==> config.mk <==
export PLATFORM = sky130hd
export DESIGN_NAME = gf180mcu_clkdiv_gen
export DESIGN_NICKNAME = d
export VERILOG_FILES = /design/src/rtl/gf180mcu_clkdiv_gen.sv
export SDC_FILE = /design/constraint.sdc
export NUM_CORES = 1
export LEC_CHECK = 0
export ABC_AREA = 1
export BUFFER_PORTS_ARGS = -buffer_cell sky130_fd_sc_hd__clkbuf_2
export CAP_MARGIN = 20
export CORE_MARGIN = 2
export CORE_UTILIZATION = 63
export CTS_BUF_LIST = sky130_fd_sc_hd__clkbuf_8
export CTS_CLUSTER_DIAMETER = 200
export DETAILED_ROUTE_END_ITERATION = 6
export PLACE_DENSITY = 0.83
export SLEW_MARGIN = 20
export SYNTH_ARGS = -nofsm -noshare
export SYNTH_HDL_FRONTEND = slang
export SYNTH_SLANG_ARGS = --single-unit
==> constraint.sdc <==
create_clock -name CLK -period 2.9 [get_ports CLK]
set_clock_uncertainty 0.15 [all_clocks]
set_input_delay 0.29 -clock CLK [delete_from_list [all_inputs] [get_ports CLK]]
set_output_delay 0.29 -clock CLK [all_outputs]
set_load 0.05 [all_outputs]
==> src/rtl/gf180mcu_clkdiv_gen.sv <==
// Programmable integer clock divider with a glitch-free registered output.
// Ratio and enable are applied only at period boundaries, so Z never shows a runt phase.
module gf180mcu_clkdiv_gen #(
  parameter int DW      = 8,
  parameter bit RST_RUN = 1'b0,
  parameter int RST_DIV = 2
) (
  input  logic          CLK,
  input  logic          RN,
  input  logic          EN,
  input  logic [DW-1:0] DIV,
  output logic          Z,
  output logic          TICK,
  output logic          RUN,
  output logic          BUSY
);

  typedef enum logic [1:0] {IDLE, START, RUN_S, STOP} state_t;

  state_t        state_reg, state_next;
  logic [DW-1:0] cnt_reg, cnt_next;
  logic [DW-1:0] nlat_reg, nlat_next;
  logic          z_reg, z_next;
  logic          tick_reg, tick_next;
  logic          run_reg, run_next;
  logic          busy_reg, busy_next;

  logic [DW-1:0] div_san;
  logic [DW-1:0] cnt_inc;
  logic [DW-1:0] n_half;
  logic          last;

  // Ratios 0 and 1 cannot form a period with both phases, so they fold onto 2.
  assign div_san = (DIV < DW'(2)) ? DW'(2) : DIV;
  assign cnt_inc = cnt_reg + DW'(1);
  assign n_half  = (nlat_reg >> 1) + {{(DW-1){1'b0}}, nlat_reg[0]};
  assign last    = (cnt_reg == nlat_reg - DW'(1));

  always_ff @(posedge CLK or negedge RN) begin
    if (!RN) begin
      state_reg <= RST_RUN ? RUN_S : IDLE;
      cnt_reg   <= '0;
      nlat_reg  <= DW'(RST_DIV);
      z_reg     <= 1'b0;
      tick_reg  <= 1'b0;
      run_reg   <= RST_RUN;
      busy_reg  <= 1'b0;
    end else begin
      state_reg <= state_next;
      cnt_reg   <= cnt_next;
      nlat_reg  <= nlat_next;
      z_reg     <= z_next;
      tick_reg  <= tick_next;
      run_reg   <= run_next;
      busy_reg  <= busy_next;
    end
  end

  always_comb begin
    state_next = state_reg;
    case (state_reg)
      IDLE:    if (EN) state_next = START;
      START:   state_next = RUN_S;
      RUN_S:   if (last && !EN) state_next = STOP;
      STOP:    state_next = IDLE;
      default: state_next = IDLE;
    endcase
  end

  always_comb begin
    cnt_next  = cnt_reg;
    nlat_next = nlat_reg;
    z_next    = 1'b0;
    tick_next = 1'b0;
    run_next  = run_reg;
    case (state_reg)
      IDLE: begin
        cnt_next = '0;
        run_next = 1'b0;
        if (EN) nlat_next = div_san;
      end
      START: begin
        cnt_next  = '0;
        z_next    = 1'b1;
        tick_next = 1'b1;
        run_next  = 1'b1;
      end
      RUN_S: begin
        run_next = 1'b1;
        if (last) begin
          cnt_next = '0;
          // A pending stop takes priority over a pending ratio change.
          if (!EN) begin
            run_next = 1'b0;
          end else begin
            nlat_next = div_san;
            z_next    = 1'b1;
            tick_next = 1'b1;
          end
        end else begin
          cnt_next = cnt_inc;
          z_next   = (cnt_inc < n_half);
        end
      end
      STOP: begin
        cnt_next = '0;
        run_next = 1'b0;
      end
      default: begin
        cnt_next = '0;
        run_next = 1'b0;
      end
    endcase
    busy_next = ((EN != run_next) && (state_next != START) && (state_next != STOP))
             || ((div_san != nlat_next) && run_next);
  end

  assign Z    = z_reg;
  assign TICK = tick_reg;
  assign RUN  = run_reg;
  assign BUSY = busy_reg;

endmodule

After elaboration in Yosys (flattened, before gate mapping)

Index checks and enable logic that the tools add are counted.

Add/sub/neg operators: 3
Multiply operators: 0
Divide/modulo/power cells: 0
$lt $le $gt $ge: 2
Equal/unequal tests: 8
Shifts and indexed selects: 0
Mux-type cells: 16
Bitwise logic cells: 0
Reduce and logical (&&, ||, !) cells: 9

Operator list:

| cell                | count |
|---|---|
| $mux 8              | 4 |
| $pmux 8 s2          | 2 |
| $add 7x1->8         | 1 |
| $add 8x1->8 const B | 1 |
| $eq 8x8->1          | 1 |
| $lt 8x2->1 const B  | 1 |
| $lt 8x8->1          | 1 |
| $ne 8x8->1          | 1 |
| $pmux 2 s4          | 1 |
| $sub 8x1->8 const B | 1 |
| $eq 2x2->1 const B  | 2 |
| $logic_and 1x1->1   | 4 |
| $mux 1              | 4 |
| $mux 2              | 2 |
| $pmux 1 s2          | 2 |
| $pmux 1 s3          | 1 |
| $reduce_or 3->1     | 1 |
| $eq 2x1->1 const B  | 1 |
| $logic_not 2->1     | 1 |
| $ne 2x1->1 const B  | 1 |
| $ne 2x2->1 const B  | 1 |
| $reduce_or 2->1     | 1 |
| $logic_not 1->1     | 1 |
| $logic_or 1x1->1    | 1 |
| $ne 1x1->1          | 1 |

Register bits: 22
Bits in latches: 0
RAM bits: 0
Memory bits (read-only): 0
Input bits: 11
Output and inout bits: 4
Word-level logic and storage cells: 45
Memories: 0

Depth between registers and ports, before layout

Depth in word-level cells: 9
Mapped depth: 21

Least setup slack after synthesis

No wires, ideal clock.

Path kind: register to register
Start: reg nlat_reg[1]
End: reg busy_reg (netlist: BUSY)
Data arrival time: 2194 ps
Required time: 2633 ps
Setup slack: 439 ps
Stages on the path, launching flop included: 21
Path buffers: 0
Path through: dfstp_2 -> inv_1 -> ha_1 -> nand2_1 -> inv_1 -> nor2_1 -> nand2_1 -> nor2_2 -> nand2_1 -> nor2_2 -> nand3_4 -> nand2_4 -> nand2_1 -> nand2_1 -> nand3_1 -> nand2_1 -> nand2_1 -> nor2_1 -> nand2_1 -> nand2_1 -> nand2_1

Cells in the longest elaborated chain, start to end: 9

Ends and longest elaborated chain:

| element                        | line | RTL |
|---|---|---|
| start: declaration             | 22   | `logic [DW-1:0] nlat_reg, nlat_next;` |
| start signal: assignment       | 43   | `nlat_reg <= DW'(RST_DIV);` |
| start signal: assignment       | 51   | `nlat_reg <= nlat_next;` |
| $sub 8x1->8                    | 37   | `assign last = (cnt_reg == nlat_reg - DW'(1));` |
| $eq 8x8->1                     | 37   |  |
| $logic_and 1x1->1              | 64   | `RUN_S: if (last && !EN) state_next = STOP;` |
| $mux 2                         | 64   |  |
| $pmux 2 s4                     | 61   | `case (state_reg)` |
| $ne 2x1->1                     | 114  | `busy_next = ((EN != run_next) && (state_next != START) && (state_next != STOP))` |
| $logic_and 1x1->1 (2 in a row) | 114  |  |
| $logic_or 1x1->1 *             | 115  | `\|\| ((div_san != nlat_next) && run_next);` |
| named net busy_next            | 26   | `logic busy_reg, busy_next;` |
| end signal: assignment         | 55   | `busy_reg <= busy_next;` |
| end: declaration               | 26   |  |

Mark *: on every way through the listed nets, which the timed path passes. The rest lies on a longest branch.

Final worst setup path

Start: reg nlat_reg[1]
End: reg z_reg (netlist: Z)

Cells in the longest elaborated chain, start to end: 4

Ends and longest elaborated chain:

| element                                           | line    | RTL |
|---|---|---|
| $add 7x1->8 / $sub 8x1->8 (equally long branches) | 36, 37  |  |
| $lt 8x8->1 / $eq 8x8->1 (equally long branches)   | 102, 37 |  |
| $mux 1 *                                          | 90      | `if (last) begin` |
| $pmux 1 s2 *                                      | 76      | `case (state_reg)` |
| named net z_next                                  | 23      | `logic z_reg, z_next;` |
| end signal: assignment                            | 52      | `z_reg <= z_next;` |
| end: declaration                                  | 23      |  |

Marked as above.

==> results.toml <==
[outcome]
outcome = "finished clean"

[sta]
finalSetupTns_ns = 0
finalHoldViolCount = 0
worst-slew-pin-transition_ns = 0.604
final.min_clock_period_ns = 2.70
fmax_mhz = 370
finalCritPeriodShare_pct = 93.1
setup_viol_count_final = 0
slew_violations = 0
timing.slew.headroom_pct = 59.7

[global_route]
grt_pass1_vias = 1984
grt_pass1_wl_mm = 9.09
antenna_found_initial = 0
grt_use_total_pct = 29.5
grt_overflow = 0
grt_start_max_net_pins = 23

[setup_path]
start_kind = "flop"
rrSetupSlack_ns = 0.20
r2r_cells = 12
r2r_start = "nlat_reg[1]"
rr_endpoint = "Z"
setup.worst_path.start = "nlat_reg[1]"
crit_fanout = 5
criticalPathCategory = "flop to flop"
arrival_ns = 2.72
cp-endpoint = "Z"
critPathRequiredTime_ns = 2.92
cp-end-kind = "flop"

[logic_synthesis]
yosys.area.top_type = "dfrtp_1"
synth_seq_cells = 22
synth_top_family_by_area = "simple AND/OR/NAND/NOR gates"
ys_warn_count = 0
ys_types = 35
synth_xor_xnor_area_share_pct = 6.04
synth_nets = 357
synth.avg_cell_area_sq_um = 6.55
syn_inst = 332
synth_top_area_share_pct = 24.2
synth_compound_area_share_pct = 7.66
synth_area_sq_um = 2170
synth_mux_area_share_pct = 0
synth-seq-area-share_pct = 25.4
synthAdderAreaFrac_pct = 8.06
synth_area_leaders = "dfrtp_1 24%, nand2_1 16%, inv_1 8.6%"
synth-simple-area-share_pct = 39.5

[clock_tree]
cts_tree = "yes"
cts_root_buf = "clkbuf_8"
htree_levels = 1
clockBufferDepth = 2
clkLatencyLatePin_ns = 0.27
cts_sinks = 22
cts_buffers = 3
clkSlewWorstSetupHoldPaths_ns = 0.09

[floorplanning]
start_util_pct = 65.1
core-area_sq_um = 3340
row_count = 21
fp.dieH_microns = 62.7
io-pin-count = 15
die-area_sq_um = 3940
dieWidth_microns = 62.7

[route]
num_vias = 2153
finalWirelength_mm = 5.27
first_iter_violations = 251
wire_per_inst_microns = 13.4
ant_nets = 0
post_drt_via_cell_ratio = 5.49
drc_errors = 0
drt_pass1_iterations = 4

[worst_hold_path]
hold_depth = 7
hp-class = "input port to flop"

[power_and_ir_drop]
vdd_drop_max_mv = 0.252
power.leakage_nw = 1.28
power.total_w = 0.000576
p_per_area_nw_per_um2 = 244

[place]
hpwl_mm = 4.01
dpl-instance-area_sq_um = 2240
gp_congestion = 0.937
port_buffers = 14
dpl.cell_count = 384

[finish]
drive_above_1_share_pct = 14.7
fin_util_pct = 70.9
final_area_sq_um = 2370
area_delta_synth_final_pct = 8.87
nNetsFinal = 372
num_antenna_cells = 0
layout.cells.non_filler = 392

[run]
drv_cap = 0
-- cell usage in the layout, fill, tap and decap left out, types with 7 or more instances in the layout --
| master | n |
|---|---|
| a21oi_1 | 11 |
| clkbuf_2 | 14 |
| dfrtp_1 | 21 |
| ha_1 | 13 |
| inv_1 | 50 |
| nand2_1 | 94 |
| nand3_1 | 30 |
| nand4_1 | 11 |
| nor2_1 | 27 |
| o21ai_0 | 7 |
| xor2_1 | 12 |
-- worst max-delay path, cell delays in order (launching register included) --
cell	delay, ns
dfstp_2	0.57
ha_1	0.19
ha_1	0.19
nand3_1	0.13
nor3_1	0.26
xor2_1	0.14
ha_1	0.30
nand2_1	0.06
inv_1	0.05
nand3_1	0.06
o221ai_1	0.22
a21oi_1	0.11
o21a_1	0.18
-- how the worst min path moves through the flow --
stage	from	end	slack, ns
5_1_grt	DIV[0]	nlat_reg[0]	0.38
3_3_place_gp	RN	nlat_reg[4]	0.18
6_report	DIV[3]	BUSY	0.35
4_1_cts	DIV[3]	BUSY	0.35
3_5_place_dp	RN	nlat_reg[4]	0.17
2_1_floorplan	RN	BUSY	-0.16
-- logic make-up after synthesis --
family	after synthesis
AOI/OAI and AO/OA	29
buffers and inverters	67
DFF	22
xor gates and xnor gates	15
and+or+nand+nor	185
adders and majority gates	14
-- report_power, final --
part            total, W   switching, W  internal (W)
combinational  0.0000440      0.0000302     0.0000138
sequential      0.000307  0.00000000565      0.000307
clock           0.000226       0.000105      0.000121
-- stage by stage --
stage	hold WS (ns)	worst slack, ns
detailed placement	0.169	0.196
CTS	0.351	0.193
global route	0.383	-0.00118
finish	0.347	0.200
global placement	0.176	0.281
floorplan	-0.156	0.439
-- Yosys cell counts (all sizes together) --
cell and count:
nand2 99, inv 55, nand3 37, nor2 34, dfrtp 21, ha 14
a21oi 12, o21ai 12, xor2 12, nand4 11, buf 8, xnor2 3
clkbuf 2, clkinv 2, nand3b 2, nor3 2, o21a 2, a211oi 1
dfstp 1, o21bai 1, o221ai 1
-- routing by layer --
metal | share of wire, % | GRT usage [%] | vias up
li1 | - | - | 1072
met1 | 43 | 41.7 | 981
met2 | 47 | 47.4 | 89
met3 | 7.7 | 2.88 | 11
met4 | 2.1 | 10.0 | 0
met5 | 0 | 0 | -
-- area by class of cell --
type	instances	area, sq um
inverters	57	216
multi-input cells	243	1370
flip-flops and latches	22	552
fillers	283	971
well taps	46	57.6
repair buffers	20	118
clock buffers	4	55.1
-- what timing repair did --
| action | in CTS | in global routing |
|---|---|---|
| hold endpoints to repair | 21 | 0 |
| buffers inserted | 0 | 3 |
| hold buffers | 1 | 0 |
| gates resized for setup | 0 | 5 |
| endpoints found under the setup margin | 0 | 1 |
No activity file was read; power rests on OpenSTA's default activity.
